==> config.mk <==
export PLATFORM = sky130hd
export DESIGN_NAME = lcd_port_arbiter
export DESIGN_NICKNAME = d
export VERILOG_FILES = /design/src/rtl/lcd_pkg.sv /design/src/rtl/lcd_rr_arbiter.sv /design/src/rtl/lcd_port_arbiter.sv
export SDC_FILE = /design/constraint.sdc
export NUM_CORES = 1
export LEC_CHECK = 0
export BUFFER_PORTS_ARGS = -buffer_cell sky130_fd_sc_hd__buf_2
export CORE_ASPECT_RATIO = 0.9
export CORE_MARGIN = 2
export CORE_UTILIZATION = 45
export CTS_CLUSTER_DIAMETER = 40
export DETAILED_ROUTE_END_ITERATION = 6
export GPL_TIMING_DRIVEN = 0
export PLACE_DENSITY = 0.65
export SKIP_LAST_GASP = 1
export SYNTH_ARGS = -nofsm -noshare
export SYNTH_HDL_FRONTEND = slang
export SYNTH_SLANG_ARGS = --single-unit
==> constraint.sdc <==
create_clock -name clock -period 4.68 [get_ports clock]
set_input_delay 0.468 -clock clock [delete_from_list [all_inputs] [get_ports clock]]
set_output_delay 0.468 -clock clock [all_outputs]
set_load 0.02 [all_outputs]
==> src/rtl/lcd_pkg.sv <==
// rtl/lcd_pkg.sv - shared constants, state/step encodings and helpers for the LCD port arbiter
//
// Purpose: HD44780 init command bytes, DDRAM line bases, transfer-engine state
// and step encodings, plus helpers mapping a step to its controller byte.
// Ports: none (package).
package lcd_pkg;

  localparam logic [7:0] CMD_FUNC_SET = 8'h38;  // 8-bit bus, 2 lines, 5x8 font
  localparam logic [7:0] CMD_DISP_ON  = 8'h0C;  // display on, cursor off
  localparam logic [7:0] CMD_CLEAR    = 8'h01;
  localparam logic [7:0] CMD_ENTRY    = 8'h06;  // increment, no shift
  localparam logic [7:0] CMD_HOME     = 8'h80;  // DDRAM address 0

  localparam logic [7:0] LINE1 = 8'h80;
  localparam logic [7:0] LINE2 = 8'hC0;

  typedef enum logic [2:0] {
    ST_START  = 3'd0,
    ST_WAIT   = 3'd1,
    ST_SETTLE = 3'd2,
    ST_NEXT   = 3'd3,
    ST_IDLE   = 3'd4
  } eng_state_e;

  typedef enum logic [2:0] {
    STEP_INIT0 = 3'd0,
    STEP_INIT1 = 3'd1,
    STEP_INIT2 = 3'd2,
    STEP_INIT3 = 3'd3,
    STEP_INIT4 = 3'd4,
    STEP_ADDR  = 3'd5,
    STEP_CHAR  = 3'd6
  } step_e;

  // Controller byte for a step; ADDR/CHAR use the captured write.
  function automatic logic [7:0] step_data(step_e step, logic row,
                                           logic [3:0] col, logic [7:0] ch);
    case (step)
      STEP_INIT0: return CMD_FUNC_SET;
      STEP_INIT1: return CMD_DISP_ON;
      STEP_INIT2: return CMD_CLEAR;
      STEP_INIT3: return CMD_ENTRY;
      STEP_INIT4: return CMD_HOME;
      STEP_ADDR:  return (row ? LINE2 : LINE1) | {4'b0000, col};
      STEP_CHAR:  return ch;
      default:    return 8'h00;
    endcase
  endfunction

  function automatic step_e step_next(step_e step);
    case (step)
      STEP_INIT0: return STEP_INIT1;
      STEP_INIT1: return STEP_INIT2;
      STEP_INIT2: return STEP_INIT3;
      STEP_INIT3: return STEP_INIT4;
      STEP_ADDR:  return STEP_CHAR;
      default:    return STEP_INIT0;
    endcase
  endfunction

endpackage

==> src/rtl/lcd_rr_arbiter.sv <==
// rtl/lcd_rr_arbiter.sv - round-robin grant with registered pointer
//
// Purpose: picks the first asserted request at or after the pointer (cyclic).
// The pointer moves to winner+1 only when i_ld is high.
// Ports:
//   i_clock, i_reset : clock, async active-high reset (pointer -> 0)
//   i_req   [N]      : request vector
//   i_ld             : accept current winner, advance pointer
//   o_grant [N]      : one-hot combinational grant (zero if no request)
//   o_any            : at least one request present
//   o_win   [PW]     : index of the winning requester
module lcd_rr_arbiter #(
  parameter int N  = 2,
  parameter int PW = 1
) (
  input  logic          i_clock,
  input  logic          i_reset,
  input  logic [N-1:0]  i_req,
  input  logic          i_ld,
  output logic [N-1:0]  o_grant,
  output logic          o_any,
  output logic [PW-1:0] o_win
);

  logic [PW-1:0] r_ptr;

  always_comb begin
    int idx;
    idx     = 0;
    o_any   = 1'b0;
    o_win   = '0;
    o_grant = '0;
    for (int k = 0; k < N; k++) begin
      idx = int'(r_ptr) + k;
      if (idx >= N) idx = idx - N;
      if (!o_any && i_req[idx]) begin
        o_any = 1'b1;
        o_win = idx[PW-1:0];
      end
    end
    if (o_any) o_grant[o_win] = 1'b1;
  end

  always_ff @(posedge i_clock or posedge i_reset) begin
    if (i_reset) begin
      r_ptr <= '0;
    end else if (i_ld && o_any) begin
      r_ptr <= (o_win == PW'(N - 1)) ? '0 : o_win + 1'b1;
    end
  end

endmodule

==> src/rtl/lcd_port_arbiter.sv <==
// rtl/lcd_port_arbiter.sv - shares one character-LCD controller between several requesters
//
// Purpose: runs the HD44780 init sequence after reset, then serves
// single-character writes (DDRAM address + data) for NUM_REQ requesters
// in round-robin order, with a settle delay after every controller transfer.
// Ports:
//   clock, reset         : clock, async active-high reset (restarts init)
//   req      [NUM_REQ]   : write requests, held until the matching gnt bit
//   req_pos  [5*NUM_REQ] : per requester {row, col[3:0]}
//   req_char [8*NUM_REQ] : per requester ASCII code
//   gnt      [NUM_REQ]   : one-cycle one-hot accept pulse
//   busy, init_done      : status
//   ctl_data/ctl_rs/ctl_start, ctl_done : LCD controller handshake
module lcd_port_arbiter
  import lcd_pkg::*;
#(
  parameter int NUM_REQ = 2,
  parameter int DLY_MAX = 262142,
  parameter int DLY_W   = 18
) (
  input  logic                 clock,
  input  logic                 reset,
  input  logic [NUM_REQ-1:0]   req,
  input  logic [NUM_REQ*5-1:0] req_pos,
  input  logic [NUM_REQ*8-1:0] req_char,
  output logic [NUM_REQ-1:0]   gnt,
  output logic                 busy,
  output logic                 init_done,
  output logic [7:0]           ctl_data,
  output logic                 ctl_rs,
  output logic                 ctl_start,
  input  logic                 ctl_done
);

  localparam int PW = (NUM_REQ > 2) ? 2 : 1;

  eng_state_e r_state;
  step_e      r_step;
  logic [DLY_W-1:0] r_cnt;
  logic       r_row;
  logic [3:0] r_col;
  logic [7:0] r_char;

  logic [NUM_REQ-1:0] w_grant;
  logic               w_any;
  logic [PW-1:0]      w_win;
  logic               w_ld;

  // The pointer only moves when a grant is actually issued from IDLE.
  assign w_ld = (r_state == ST_IDLE) && w_any;

  lcd_rr_arbiter #(
    .N  (NUM_REQ),
    .PW (PW)
  ) u_rr (
    .i_clock (clock),
    .i_reset (reset),
    .i_req   (req),
    .i_ld    (w_ld),
    .o_grant (w_grant),
    .o_any   (w_any),
    .o_win   (w_win)
  );

  always_ff @(posedge clock or posedge reset) begin
    if (reset) begin
      r_state   <= ST_START;
      r_step    <= STEP_INIT0;
      r_cnt     <= '0;
      r_row     <= 1'b0;
      r_col     <= 4'h0;
      r_char    <= 8'h00;
      gnt       <= '0;
      busy      <= 1'b1;
      init_done <= 1'b0;
      ctl_data  <= 8'h00;
      ctl_rs    <= 1'b0;
      ctl_start <= 1'b0;
    end else begin
      gnt <= '0;
      case (r_state)
        ST_START: begin
          ctl_data  <= step_data(r_step, r_row, r_col, r_char);
          ctl_rs    <= (r_step == STEP_CHAR);
          ctl_start <= 1'b1;
          r_state   <= ST_WAIT;
        end
        ST_WAIT: begin
          if (ctl_done) begin
            ctl_start <= 1'b0;
            r_state   <= ST_SETTLE;
          end
        end
        ST_SETTLE: begin
          if (r_cnt == DLY_W'(DLY_MAX)) begin
            r_cnt   <= '0;
            r_state <= ST_NEXT;
          end else begin
            r_cnt <= r_cnt + 1'b1;
          end
        end
        ST_NEXT: begin
          if (r_step == STEP_INIT4 || r_step == STEP_CHAR) begin
            if (r_step == STEP_INIT4) init_done <= 1'b1;
            busy    <= 1'b0;
            r_state <= ST_IDLE;
          end else begin
            r_step  <= step_next(r_step);
            r_state <= ST_START;
          end
        end
        ST_IDLE: begin
          // IDLE is only reachable after init, so no grant can precede init_done.
          if (w_any) begin
            gnt     <= w_grant;
            r_row   <= req_pos[5*int'(w_win)+4];
            r_col   <= req_pos[5*int'(w_win) +: 4];
            r_char  <= req_char[8*int'(w_win) +: 8];
            r_step  <= STEP_ADDR;
            busy    <= 1'b1;
            r_state <= ST_START;
          end
        end
        default: begin
          busy    <= 1'b0;
          r_state <= ST_IDLE;
        end
      endcase
    end
  end

endmodule

After elaboration in Yosys (flattened, before gate mapping)
Cells that the tools add are included.
Word-level totals
  logic and storage cells: 101
  register bits after elaboration: 52
  output and inout port bits: 14
Cells by class
  muxes and demuxes: 37
  multipliers: 1
  shift operators: 2
  add/subtract/negate cells: 6
  equality and inequality tests: 16
  reductions and logical operators: 17
  bitwise operators: 2
  order comparisons: 7
Operator list (number)
  less-than comparator 32 x 3 -> 1 bit (second input constant): 2
  2-to-1 mux 32 bit: 2
  one-hot mux 8 bit (7 select lines): 1
  adder 32 x 4 -> 32 bit (second input constant): 1
  >= comparator 32 x 3 -> 1 bit (second input constant): 1
  less-than comparator 32 x 6 -> 1 bit (second input constant): 1
  subtractor 32 x 3 -> 32 bit (second input constant): 1
  one-hot mux 3 bit (5 select lines): 2
  adder 18 x 1 -> 18 bit (second input constant): 1
  == test 18 bit (second input constant): 1
  2-to-1 mux 18 bit: 1
  2-to-1 mux 3 bit: 6
  2-to-1 mux 1 bit: 17
  indexed part select 16 x 5 -> 8 bit: 1
  == test 3 x 2 -> 1 bit (second input constant): 4
  == test 3 bit (second input constant): 4
  AND reduction 3 bit: 4
  indexed part select 10 x 5 -> 4 bit: 1
  != test 2 bit (second input constant): 4
  OR 8 x 4 -> 8 bit: 1
  2-to-1 mux 7 bit: 1
  == test 3 x 1 -> 1 bit (second input constant): 2
  logical NOT 3 bit: 2
  one-hot mux 3 bit (2 select lines): 1
  other kinds (20): 26

Logic depth before layout (Yosys ltp)
Gate-level depths: netlist (run 1).
  depth after elaboration: 15
  gate-level depth with buffers: 6
  gate-level depth less buffers: 6

By module
Synthesis (run 1) repeated with hierarchy kept, for this count alone.
Second synthesis, totals
  cells, all modules: 269
  area, all modules: 2552.4 um^2
Modules (own cells, without submodules)
  lcd_port_arbiter: seq. area each 1277.5 um^2, area an instance 2479.9 um^2, cells an instance 260, instances 1
  lcd_rr_arbiter: seq. area each 25.0 um^2, area an instance 72.6 um^2, cells an instance 9, instances 1

Least setup slack after synthesis (run 1)
OpenSTA, ideal clock, no wires.
  kind: in2reg
  start: input port req[1]
  end: register r_char[0]
  arrival: 1577 ps
  stages: 6
  data required time: 4544 ps
  path slack: 2967 ps
  setup time: 136 ps
  cells stage by stage: nor2_1 or4b_2 clkbuf_1 clkbuf_1 nand2_1 o21ai_0
Between the ends
  longest elaborated chain between the ends: 8
Ends and longest elaborated chain
  start, declared: line lcd_port_arbiter.sv:23  | input logic [NUM_REQ-1:0] req,
  2-to-1 mux 1 bit (implied by the code) (3 in a row): line lcd_rr_arbiter.sv:36  | if (!o_any && i_req[idx]) begin
  2-to-1 mux 1 bit: line lcd_rr_arbiter.sv:36
  logical NOT 1 bit: line lcd_rr_arbiter.sv:36
  logical AND 1 bit: line lcd_rr_arbiter.sv:36
  2-to-1 mux 1 bit: line lcd_rr_arbiter.sv:36
  indexed part select 16 x 5 -> 8 bit or AND reduction 2 bit (tied branches)
  end signal, assigned: line lcd_port_arbiter.sv:118  | r_char <= req_char[8*int'(w_win) +: 8];
  end, declared: line lcd_port_arbiter.sv:42  | logic [7:0] r_char;
Several ways; a longest one is shown, not always the timed one. The select of a mux whose other input is x is not followed.
A chain may end at the register's enable or synchronous reset.

Final worst setup path (run 1)
  start: register r_state[1]
  end: register r_char[1]
Between the ends
  longest elaborated chain between the ends: 2
Ends and longest elaborated chain
  start, declared: line lcd_port_arbiter.sv:37  | eng_state_e r_state;
  start signal, assigned: line lcd_port_arbiter.sv:67  | r_state <= ST_START;
  start signal, assigned: line lcd_port_arbiter.sv:86  | r_state <= ST_WAIT;
  start signal, assigned: line lcd_port_arbiter.sv:91  | r_state <= ST_SETTLE;
  == test 3 bit: line lcd_port_arbiter.sv:81  | case (r_state)
  AND reduction 2 bit (no source line)
No other way between the ends.

==> results of run 1 <==
## synth_stat cells (all sizes together) (6+ instances only)
library cell,number
o21ai,27
dfrtp,51
clkbuf,11
nand3,14
nor2,29
nand2,32
mux2i,15
inv,10
nor3,8
a21oi,17
xnor2,6
## cells by family after synthesis
family / after synthesis
and+or+nand+nor: 119
xor gates and xnor gates: 8
adders and majority gates: 2
muxes: 15
AOI/OAI and AO/OA: 60
DFF: 52
buffers and inverters: 23
## power breakdown
group / total, mW / switching, mW / internal [mW] / leakage [nW]
Sequential: 0.728 / 0.125 / 0.604 / 0.644
Combinational: 0.636 / 0.393 / 0.243 / 0.745
Clock: 0.261 / 0.140 / 0.121 / 0.0455
## state kept, by name, summed over array words and instances (netlist names)
register,cells
u_rr.r_ptr,1
ctl_data,8
gnt,2
busy,1
r_state,3
r_step,3
r_col,4
r_row,1
ctl_start,1
r_cnt,18
r_char,8
init_done,1
ctl_rs,1
## how the worst max path moves through the flow
| stage | start | endpoint | slack [ns] | cells after the start |
|---|---|---|---|---|
| final | r_state[1] | r_char[1] | 2.55 | 4 |
| after global routing | r_state[1] | r_char[1] | 2.33 | 4 |
| after CTS | r_state[1] | r_char[1] | 2.55 | 4 |
| after detailed placement | req[1] | r_char[1] | 2.44 | 6 |
| after global placement | reset | gnt[0] | 2.26 | 2 |
| after floorplan | reset | ctl_data[0] | 2.96 | 1 |
## area by class of cell
| type | instances | area, µm² | share of cell area [%] |
|---|---|---|---|
| flip-flops and latches | 52 | 1300 | 43.1 |
| inverters | 10 | 37.5 | 1.24 |
| plain buffers | 13 | 51.3 | 1.70 |
| well taps | 70 | 87.6 | 2.90 |
| clock buffers | 8 | 90.1 | 2.98 |
| multi-input cells | 204 | 1210 | 40.1 |
| repair buffers | 45 | 240 | 7.95 |
## metal layers
metal | up-vias | GRT usage, % | part of all wire [%]
li1 | 1095 | - | -
met1 | 1007 | 28.7 | 54
met2 | 44 | 24.4 | 40
met3 | 7 | 3.68 | 4.4
met4 | 0 | 5.32 | 1.4
met5 | - | 0 | 0
## cells in the final DEF, fill, tap and decap left out, types with 2 or more instances in the layout
| cell type | n |
|---|---|
| a211oi_1 | 2 |
| a21oi_1 | 17 |
| a221oi_1 | 2 |
| a22o_1 | 2 |
| a31oi_1 | 2 |
| and2_1 | 4 |
| and3b_1 | 2 |
| buf_2 | 46 |
| clkbuf_1 | 13 |
| clkbuf_8 | 6 |
| dfrtp_1 | 51 |
| ha_1 | 2 |
| inv_1 | 9 |
| mux2i_1 | 15 |
| nand2_1 | 32 |
| nand2b_1 | 3 |
| nand3_1 | 14 |
| nand3b_1 | 2 |
| nand4_1 | 2 |
| nand4b_1 | 2 |
| nor2_1 | 29 |
| nor2b_1 | 3 |
| nor3_1 | 7 |
| nor4_1 | 4 |
| o21ai_0 | 26 |
| o31ai_1 | 3 |
| or2_2 | 2 |
| or3_1 | 2 |
| or4_1 | 2 |
| xnor2_1 | 6 |
| xor2_1 | 2 |
==> impl_summary.log, run 1 <==
[metrics] number of global-route vias before repair: 1924
[metrics] maximum clock rate: 0.469 GHz
[metrics] multiplexer share of the synthesized area: 5.76%
[metrics] summed area of non-filler cells in the final layout: 0.00302 mm²
[metrics] clock root buffer master: clkbuf_8
[metrics] total routing resource utilization after global routing: 18.0%
[metrics] std cell rows: 26
[metrics] worst reg-to-reg path cell count: 4
[metrics] Nets: between 300 and 400
[metrics] Setup Slack @ Placement: 2.44 ns
[metrics] setup fix buffers added after clock tree synthesis: 0
[metrics] TNS Setup: 0 ns
[metrics] synthesis-stage register bit count: 52
[metrics] final routed wire length divided by cell count: approximately 14 µm
[metrics] # port buffers: 44
[metrics] antenna viol nets, final: 0
[metrics] cell types with the largest area share after synthesis: dfrtp_1 49%, mux2i_1 5.8%, o21ai_0 5.0%, nand2_1 4.6%, nor2_1 4.2%
[metrics] fill cell total of the finished layout: 542
[metrics] run status: completed
[metrics] antenna violations before repair: 0
[metrics] post-layout worst setup margin: 2.55 ns
[metrics] CP endpoint kind: flop
[metrics] arrival time reported for the critical path endpoint: ~2.4 ns
[metrics] Hold-fix buffers, CTS: 0
[metrics] final setup vio count: 0
[metrics] crit share post-route: 45.6%
[metrics] transition at the pin with the smallest max-transition slack: 1.05 ns
[metrics] count of buffer and inverter cells on the critical path: 1
[metrics] syn_nets: approximately 310
[metrics] Starting DRT DRC Count: 143
[metrics] Yosys top cell by area: dfrtp_1
[metrics] die height: approximately 76 µm
[metrics] total gr overflow: 0
[metrics] adder and majority cell fraction of the synthesized area: 0.961%
[metrics] DRC violations left: 0
[metrics] crit path launch type: flop
[metrics] clk_lat worst skew: 0.30 ns
[metrics] total clock sinks: 52
[metrics] final weighted congestion of routability-driven global placement: 0.804
[metrics] Antenna Cells: 0
[metrics] wire length of the first global-routing pass: between 9000 and 10000 µm
[metrics] Min Hold Slack: 0.123 ns
[metrics] post-synthesis share of cell area spent on xor and xnor gates: 2.69%
[metrics] worst supply voltage drop on vdd: 0.252 mV
[metrics] power consumption: 1.63 mW
[metrics] effective utilization at floorplan: 46.3%
[metrics] largest fanout on the critical path: 10
[metrics] RR Startpoint: r_state[1]
[metrics] reg-to-reg slack, setup: 2.55 ns
[metrics] routed via count divided by cell count: 5.36
[metrics] MaxCap Viol Count: 0
[metrics] number of enable-type register cells in the synthesized netlist: 0
[metrics] CTS H-Tree Depth: 2
[metrics] non-filler cells in the finished layout: 402
[metrics] fraction of synthesis flops using an asynchronous set or reset pin: 100%
[metrics] leak pwr: approximately 1.4 nW
[metrics] largest family of logic cells by synthesized area: simple AND/OR/NAND/NOR gates
[metrics] Hold Violations, Final: 0
[metrics] cell count after placement: ~400
[metrics] TritonCTS clock tree: yes
[metrics] unrepaired setup endpoints after global routing: no
[metrics] critical path, cell by cell: nor4b_1, clkbuf_1, nor2_1, a21oi_1
[metrics] Chip Width: 84.2 µm
[metrics] post-cts resize count: 0
[metrics] post-detailed-placement half-perimeter wirelength: 4060 µm
[metrics] ratio of cells with drive above 1 in the final layout: 18.7%
[metrics] warning count from the yosys run: 0
[metrics] vias: 2153
[metrics] Detailed Routing Iterations Pass 1: 4
[metrics] kind of cell adding the most delay to the critical path: simple AND/OR/NAND/NOR gates
[metrics] wirelength, routed: approximately 5500 µm
[metrics] slew margin rel.: 28.7%
[metrics] unique cell type count in the Yosys netlist: between 40 and 50
[metrics] cell area power density: 538 mW/mm²
[metrics] total die area: 0.00641 mm²
[metrics] share of the yosys chip area belonging to registers: 50.0%
[metrics] total count of max-transition violations in the final report: 0
[metrics] post-detailed-placement cell area: 0.00293 mm²
[metrics] category of the critical setup timing path: flop to flop
[metrics] placeable core region: between 0.005 and 0.006 mm²
[metrics] Synth Cell Area: 0.00260 mm²
[metrics] Slowest Stage Delay on Critical Path: slightly above 0.9 ns
[metrics] synthesized area divided by synthesized cell count: slightly above 9 µm²
[metrics] slowest cell on the critical path: nor4b_1
[metrics] clock edge transition at the registers on the reported setup and hold paths: 0.09 ns
[metrics] worst hold path class: input port to asynchronous set/reset pin
[metrics] Top FF cell, synth: dfrtp_1
[metrics] data required time at the worst endpoint: 4.91 ns
[metrics] CTS Buf Count: 5
[metrics] maximum root-to-sink buffer count: 2
[metrics] simple-gate share of the synthesized area: between 20% and 30%
[metrics] largest net degree at the start of global routing: 38
[metrics] Syn-to-layout area delta: 16.0%
[metrics] final critical path time including I/O delays and setup: 2.13 ns
[metrics] worst r2r dst: r_char[1]
[metrics] Clock Skew: 0.00285 ns
[metrics] cells after synthesis: ~280
[metrics] IO Pins: between 40 and 50
[metrics] complex-gate fraction of the synthesized area: 13.4%
[metrics] area share of the largest cell type after synthesis: 49.0%
[metrics] final standard cell utilization of the core: 53.7%
Power figures use the tool's default switching activity.
==> run 2, diff against run 1 <==
- clock period: 4.68 -> 2.01 ns (I/O delays scaled with it)
==> run 2 against run 1 <==
Net effect:
- wire length increased by 0.49%
- largest cell class unchanged
- critical path type unchanged
- combinational power grew 130%
- non-clock buffer count increased by 1
==> impl_summary.log, run 2 (synthesis gave the netlist of run 1 again) <==
[metrics] placeable core region: 0.00563 mm² (unchanged)
[metrics] crit path launch: r_cnt[5]
[metrics] biggest registers after layout: r_cnt: 18 flops, ctl_data: 8 flops, r_char: 8 flops
[metrics] number of global-route vias before repair: 1946 (+1.1%)
[metrics] final routed wire length divided by cell count: 13.8 µm (+0.24%)
[metrics] final weighted congestion of routability-driven global placement: 0.804 (unchanged)
[metrics] power consumption: 3.80 mW (+130%)
[metrics] count of buffer and inverter cells on the critical path: 0 (-1)
[metrics] wirelength, routed: 5540 µm (+0.49%)
[metrics] Nets: 365 (+0.27%)
[metrics] Antenna Cells: 0 (unchanged)
[metrics] Largest Register: r_cnt
[metrics] vias: 2158 (+0.23%)
[metrics] worst hold path class: input port to flop
[metrics] summed area of non-filler cells in the final layout: 0.00305 mm² (+0.87%)
[metrics] Psw: 1.54 mW (+130%)
[metrics] most frequent standard cell in the layout excluding fill and tap cells: dfrtp_1
[metrics] final standard cell utilization of the core: 54.2% (+0.47 points)
[metrics] reg-to-reg slack, setup: 0.13 ns (-2.42 ns)
[metrics] worst r2r dst: r_cnt[8]
[metrics] wire length of the first global-routing pass: 9340 µm (about the same)
[metrics] Slowest Stage Delay on Critical Path: 0.63 ns (-0.30 ns)
[metrics] Starting DRT DRC Count: 165 (+15%)
[metrics] maximum clock rate: 0.532 GHz (+13%)
[metrics] transition at the pin with the smallest max-transition slack: 0.617 ns (-0.438 ns)
[metrics] cell area power density: 1250 mW/mm² (+130%)
[metrics] crit path launch type: flop
[metrics] Clock Skew: 0.00561 ns (+0.00277 ns)
[metrics] clk_lat worst skew: 0.31 ns (about the same)
[metrics] post-detailed-placement half-perimeter wirelength: 4060 µm (unchanged)
[metrics] portion of total power attributed to combinational logic: 39.1% (about the same)
[metrics] clock root buffer master: clkbuf_8
[metrics] std cell rows: 26 (unchanged)
[metrics] largest fanout on the critical path: 10 (unchanged)
[metrics] leak pwr: 1.44 nW (+0.23%)
[metrics] worst reg-to-reg path cell count: 4 (unchanged)
[metrics] MaxCap Viol Count: 0 (unchanged)
[metrics] switching share of power: 40.5% (about the same)
[metrics] share of total power in the clock network: 16.1% (about the same)
[metrics] final setup vio count: 0 (unchanged)
[metrics] antenna viol nets, final: 0 (unchanged)
[metrics] final critical path time including I/O delays and setup: 1.88 ns (-0.251 ns)
[metrics] largest net degree at the start of global routing: 38 (unchanged)
[metrics] setup fix buffers added after clock tree synthesis: 0 (unchanged)
[metrics] # port buffers: 44 (unchanged)
[metrics] Syn-to-layout area delta: 17.1%
[metrics] Detailed Routing Iterations Pass 1: 4 (unchanged)
[metrics] total routing resource utilization after global routing: 18.0% (+0.023 points)
[metrics] ratio of cells with drive above 1 in the final layout: 19.8% (+1.1 points)
[metrics] Int Power: 2.26 mW (+130%)
[metrics] TritonCTS clock tree: yes
[metrics] worst supply voltage drop on vdd: 0.588 mV (+130%)
[metrics] crit share post-route: 93.6% (+48 points)
[metrics] depth of the critical timing path with buffers and inverters included: 4 (unchanged)
[metrics] effective utilization at floorplan: 46.3% (unchanged)
[metrics] total die area: 0.00641 mm² (unchanged)
[metrics] kind of cell adding the most delay to the critical path: simple AND/OR/NAND/NOR gates
[metrics] DRC violations left: 0 (unchanged)
[metrics] arrival time reported for the critical path endpoint: 2.06 ns (-0.30 ns)
[metrics] sequential group share of total power: 44.9% (about the same)
[metrics] die height: 76.2 µm (unchanged)
[metrics] Hold Violations, Final: 0 (unchanged)
[metrics] CP endpoint kind: flop
[metrics] clock edge transition at the registers on the reported setup and hold paths: 0.09 ns (about the same)
[metrics] CTS H-Tree Depth: 2 (unchanged)
[metrics] total gr overflow: 0 (unchanged)
[metrics] data required time at the worst endpoint: 2.19 ns (-2.72 ns)
[metrics] commonest cells after routing, fill and taps aside: 49 x dfrtp_1, 46 x buf_2, 32 x nand2_1
[metrics] Chip Width: 84.2 µm (unchanged)
[metrics] antenna violations before repair: 0 (unchanged)
[metrics] IO Pins: 45 (unchanged)
[metrics] destination of the critical timing path: r_cnt[8]
[metrics] slowest cell on the critical path: or4_4
[metrics] run status: completed
[metrics] total count of max-transition violations in the final report: 0 (unchanged)
[metrics] maximum root-to-sink buffer count: 2 (unchanged)
[metrics] TNS Setup: 0 ns (unchanged)
[metrics] RR Startpoint: r_cnt[5]
[metrics] post-detailed-placement cell area: 0.00293 mm² (unchanged)
[metrics] critical path, cell by cell: nand4_2, or4_4, nor3_4, nor2_1
[metrics] slew margin rel.: 58.6% (+30 points)
[metrics] total clock sinks: 52 (unchanged)
[metrics] CTS Buf Count: 5 (unchanged)
[metrics] Largest register FFs: 18 (unchanged)
[metrics] category of the critical setup timing path: flop to flop
[metrics] routed via count divided by cell count: 5.35 (about the same)
run 2: per-stage QoR:
stage / worst slack [ns] / std cells / hold WS [ns]
after detailed placement: -0.0927 / 394 / 0.201
after global placement: -0.142 / 393 / 0.451
final: 0.129 / 403 / 0.168
after floorplan: 0.303 / 279 / 0.356
after CTS: 0.0266 / 403 / 0.167
after global routing: -0.0119 / 403 / 0.179
run 2: worst min path at each step:
stage               from  depth (start not counted)          to
4_1_cts         ctl_done                          3  r_state[1]
5_1_grt         ctl_done                          3  r_state[1]
3_3_place_gp   init_done                          1   init_done
3_5_place_dp       reset                          2   ctl_start
2_1_floorplan   ctl_done                          2  r_state[1]
6_report        ctl_done                          3  r_state[1]
run 2: worst reg2reg max path: stages (launching register included):
cell     delay, ns
dfrtp_1       0.44
nand4_2       0.23
or4_4         0.64
nor3_4        0.35
nor2_1        0.10
run 2: per-layer routing:
layer | track usage, % | vias up | wire length [µm]
met5 | 0 | - | 0
met3 | 3.68 | 7 | 238
met2 | 24.5 | 40 | 2260
li1 | - | 1094 | -
met1 | 28.6 | 1017 | 2970
met4 | 5.32 | 0 | 74
run 2: cell type report:
| cell class | count | area, µm² |
|---|---|---|
| tap | 70 | 87.6 |
| clock buffer | 8 | 90.1 |
| multi-input combinational | 204 | 1230 |
| sequential | 52 | 1310 |
| timing repair buffer | 46 | 250 |
| inverter | 10 | 37.5 |
| buffer | 13 | 51.3 |
| fill | 541 | 2580 |
run 2: power by group through the flow:
stage                     registers (mW)  logic [mW]  clock network (mW)
after floorplan                     1.78       0.953                   0
after global placement              1.70        1.46                   0
after detailed placement            1.71        1.49                   0
after CTS                           1.70        1.49               0.625
after global routing                1.75        1.69               0.665
final                               1.70        1.48               0.610
run 2: timing repair:
action,CTS,global route
hold buffers,1,0
setup endpoints to repair,8,16
pin swaps,0,1
endpoints found under the hold margin,15,0
resized for setup,1,3
==> run 3, diff against run 2 <==
- CORE_UTILIZATION: 45 -> 50
- PLACE_DENSITY: 0.65 -> 0.72
- SYNTH_HIERARCHICAL: unset -> 1
==> run 3 against run 2 <==
Net effect:
- wire length decreased by 3.5%
- final area fell by 1.2%
- clock power is 6.2% higher
- via count shrank 2.3%
- area after synthesis is 2.0% lower
- clock skew is 0.0037 ns higher
- cell count fell by 3.7%
- clock-buffer cell count stayed put
- sequential cell count is the same
- non-clock buffer count up 4
==> impl_summary.log, run 3 <==
[metrics] run status: completed
[metrics] ratio of cells with drive above 1 in the final layout: 20.7% (+0.92 points)
[metrics] IO Pins: 45 (unchanged)
[metrics] post-detailed-placement half-perimeter wirelength: 3960 µm (-2.4%)
[metrics] wirelength, routed: 5350 µm (-3.5%)
[metrics] number of global-route vias before repair: 1909 (-1.9%)
[metrics] wire length of the first global-routing pass: 9050 µm (-3.1%)
[metrics] fraction of synthesis flops using an asynchronous set or reset pin: 100% (unchanged)
[metrics] synthesis-stage register bit count: 52 (unchanged)
[metrics] most frequent standard cell in the layout excluding fill and tap cells: dfrtp_1
[metrics] CP endpoint kind: flop
[metrics] MaxCap Viol Count: 0 (unchanged)
[metrics] share of the yosys chip area belonging to registers: 51.0% (+1.0 points)
[metrics] critical path, cell by cell: or3b_2, clkbuf_1, nor4_1, xnor2_1, nor2_1
[metrics] biggest registers after layout: r_cnt: 18 flops, ctl_data: 8 flops, r_char: 8 flops
[metrics] power consumption: 3.75 mW (-1.3%)
[metrics] Slowest Stage Delay on Critical Path: 0.48 ns (-0.15 ns)
[metrics] met3 usage in global routing: 5.29% (+1.6 points)
[metrics] die height: 71.8 µm (-5.8%)
[metrics] slew margin rel.: 58.7% (+0.14 points)
[metrics] antenna violations before repair: 0 (unchanged)
[metrics] area of combinational cells with multiple inputs: 0.00117 mm² (-4.3%)
[metrics] unique cell type count in the Yosys netlist: 42 (-8.7%)
[metrics] final standard cell utilization of the core: 61.6% (+7.4 points)
[metrics] busiest grt layer: met1
[metrics] total count of max-transition violations in the final report: 0 (unchanged)
[metrics] most common cell in the synthesized netlist: dfrtp_1
[metrics] antenna viol nets, final: 0 (unchanged)
[metrics] crit share post-route: 96.2% (+2.6 points)
[metrics] Clock Skew: 0.00934 ns (+0.00373 ns)
[metrics] total gr overflow: 0 (unchanged)
[metrics] arrival time reported for the critical path endpoint: 2.12 ns (+0.06 ns)
[metrics] clk_lat worst skew: 0.31 ns (about the same)
[metrics] worst supply voltage drop on vdd: 0.501 mV (-15%)
[metrics] clock edge transition at the registers on the reported setup and hold paths: 0.09 ns (about the same)
[metrics] most frequent cells after synthesis: 51 x dfrtp_1, 36 x nor2_1, 23 x a21oi_1
[metrics] Largest Register: r_cnt
[metrics] unrepaired setup endpoints after global routing: yes
[metrics] met2 track demand over resource in global routing: 28.8% (+4.3 points)
[metrics] effective utilization at floorplan: 52.1% (+5.9 points)
[metrics] slowest cell on the critical path: or3b_2
[metrics] TritonCTS clock tree: yes
[metrics] crit path launch type: flop
[metrics] CTS Buf Count: 5 (unchanged)
[metrics] Largest register FFs: 18 (unchanged)
[metrics] kind of cell adding the most delay to the critical path: simple AND/OR/NAND/NOR gates
[metrics] placeable core region: 0.00489 mm² (-13%)
[metrics] cell count after placement: 379 (-3.8%)
[metrics] syn_nets: 302 (-3.2%)
[metrics] Synth Cell Area: 0.00255 mm² (-2.0%)
[metrics] DRC violations left: 0 (unchanged)
[metrics] std cell rows: 24 (-7.7%)
[metrics] clock root buffer master: clkbuf_8
[metrics] final routed wire length divided by cell count: 13.8 µm (+0.23%)
[metrics] cell types with the largest area share after synthesis: dfrtp_1 50%, nor2_1 5.3%, mux2i_1 5.1%, a21oi_1 4.5%, nand2_1 3.1%
[metrics] Yosys top cell by area: dfrtp_1
[metrics] Starting DRT DRC Count: 134 (-19%)
[metrics] transition at the pin with the smallest max-transition slack: 0.615 ns (-0.00208 ns)
[metrics] data required time at the worst endpoint: 2.20 ns (about the same)
[metrics] cell area power density: 1240 mW/mm² (about the same)
[metrics] Detailed Routing Iterations Pass 1: 4 (unchanged)
[metrics] number of enable-type register cells in the synthesized netlist: 0 (unchanged)
[metrics] largest fanout on the critical path: 8 (-2)
[metrics] non-filler cells in the finished layout: 388 (-3.7%)
[metrics] total die area: 0.00569 mm² (-11%)
[metrics] vias: 2109 (-2.3%)
[metrics] worst reg-to-reg path cell count: 5 (+1)
[metrics] final critical path time including I/O delays and setup: 1.93 ns (+0.0515 ns)
[metrics] maximum clock rate: 0.517 GHz (-2.7%)
[metrics] count of buffer and inverter cells on the critical path: 1 (+1)
[metrics] CTS H-Tree Depth: 2 (unchanged)
[metrics] footprint of the flip-flops and latches: 0.00130 mm² (-0.19%)
[metrics] leak pwr: 1.41 nW (-2.2%)
[metrics] total clock sinks: 52 (unchanged)
[metrics] maximum root-to-sink buffer count: 2 (unchanged)
[metrics] Chip Width: 79.3 µm (-5.8%)
[metrics] warning count from the yosys run: 6 (+6)
[metrics] Syn-to-layout area delta: 18.0%
[metrics] Nets: 355 (-2.7%)
[metrics] Worst Hold Depth: 2 (-1)
[metrics] synthesized area divided by synthesized cell count: 9.49 µm² (+1.6%)
[metrics] Antenna Cells: 0 (unchanged)
[metrics] largest net degree at the start of global routing: 28 (-26%)
[metrics] worst hold path class: input port to flop
[metrics] final setup vio count: 0 (unchanged)
[metrics] Top FF cell, synth: dfrtp_1
[metrics] area share of the largest cell type after synthesis: 50.0% (+1.0 points)
[metrics] category of the critical setup timing path: flop to flop
[metrics] routed via count divided by cell count: 5.44 (+1.5%)
[metrics] # port buffers: 44 (unchanged)
[metrics] final weighted congestion of routability-driven global placement: 0.899 (+12%)
[metrics] depth of the critical timing path with buffers and inverters included: 5 (+1)
[metrics] Hold Violations, Final: 0 (unchanged)
[metrics] cells after synthesis: 269 (-3.6%)
[metrics] global-route met1 utilization: 32.5% (+3.9 points)
[metrics] commonest cells after routing, fill and taps aside: 51 x dfrtp_1, 46 x buf_2, 36 x nor2_1
[metrics] total routing resource utilization after global routing: 20.6% (+2.6 points)
[metrics] fill cell total of the finished layout: 420 (-22%)
## run 3: timing repair
action | in CTS | in global routing
setup endpoints to repair | 20 | 29
hold endpoints to repair | 25 | 0
setup buffers | 0 | 0
hold buffers | 1 | 0
cloned | 0 | 0
resized for setup | 2 | 11
## run 3: worst paths after layout
path	from	to	slack [ns]
worst max-delay path	r_state[2]	r_cnt[11]	0.08
worst min-delay path	req[1]	u_rr/r_ptr	0.13
worst max register to register	r_state[2]	r_cnt[11]	0.08
worst min register to register	ctl_rs	ctl_rs	0.48
max in group asynchronous	reset	busy	0.93
min in group asynchronous	reset	u_rr/r_ptr	0.27
## run 3: metrics by stage
stage               instance area [µm²]  hold slack [ns]  TNS [ns]  setup slack [ns]
CTS                                2990            0.126         0            0.0192
floorplan                          2550          -0.0703         0             0.236
detailed placement                 2870           0.0541     -1.07            -0.119
finish                             3010            0.127         0            0.0773
global placement                   2850           0.0446     -4.05           -0.0728
global route                       3010            0.136    -0.152           -0.0766
## run 3: area by class of cell
class                   count  share of cell area [%]
repair buffers             46                    8.31
plain buffers              17                    2.45
clock buffers               8                    3.32
inverters                   8                   0.997
multi-input cells         192                    39.0
well taps                  65                    2.70
flip-flops and latches     52                    43.2
## run 3: metal layers
| layer | up-vias | routed length, µm |
|---|---|---|
| met1 | 984 | 2810 |
| met2 | 67 | 2230 |
| met4 | 0 | 42 |
| met5 | - | 0 |
| li1 | 1053 | - |
| met3 | 5 | 271 |
## run 3: cell families (layout without fill, tap and decap cells)
family | after synthesis | in the layout | share of synthesized area (%)
compound gates | 61 | 61 | 14.6
simple gates | 104 | 104 | 20.3
fa+ha+maj | 2 | 2 | 0.980
xor+xnor | 11 | 11 | 3.77
mux | 14 | 14 | 5.54
flops | 52 | 52 | 51.0
buf+inv | 25 | 79 | 3.77
## run 3: report_power, final
part	total [mW]	leakage (nW)	switching (mW)	internal (mW)
combinational	1.44	0.688	0.888	0.553
sequential	1.66	0.666	0.265	1.39
clock	0.648	0.0515	0.333	0.315
total	3.75	1.41	1.49	2.26
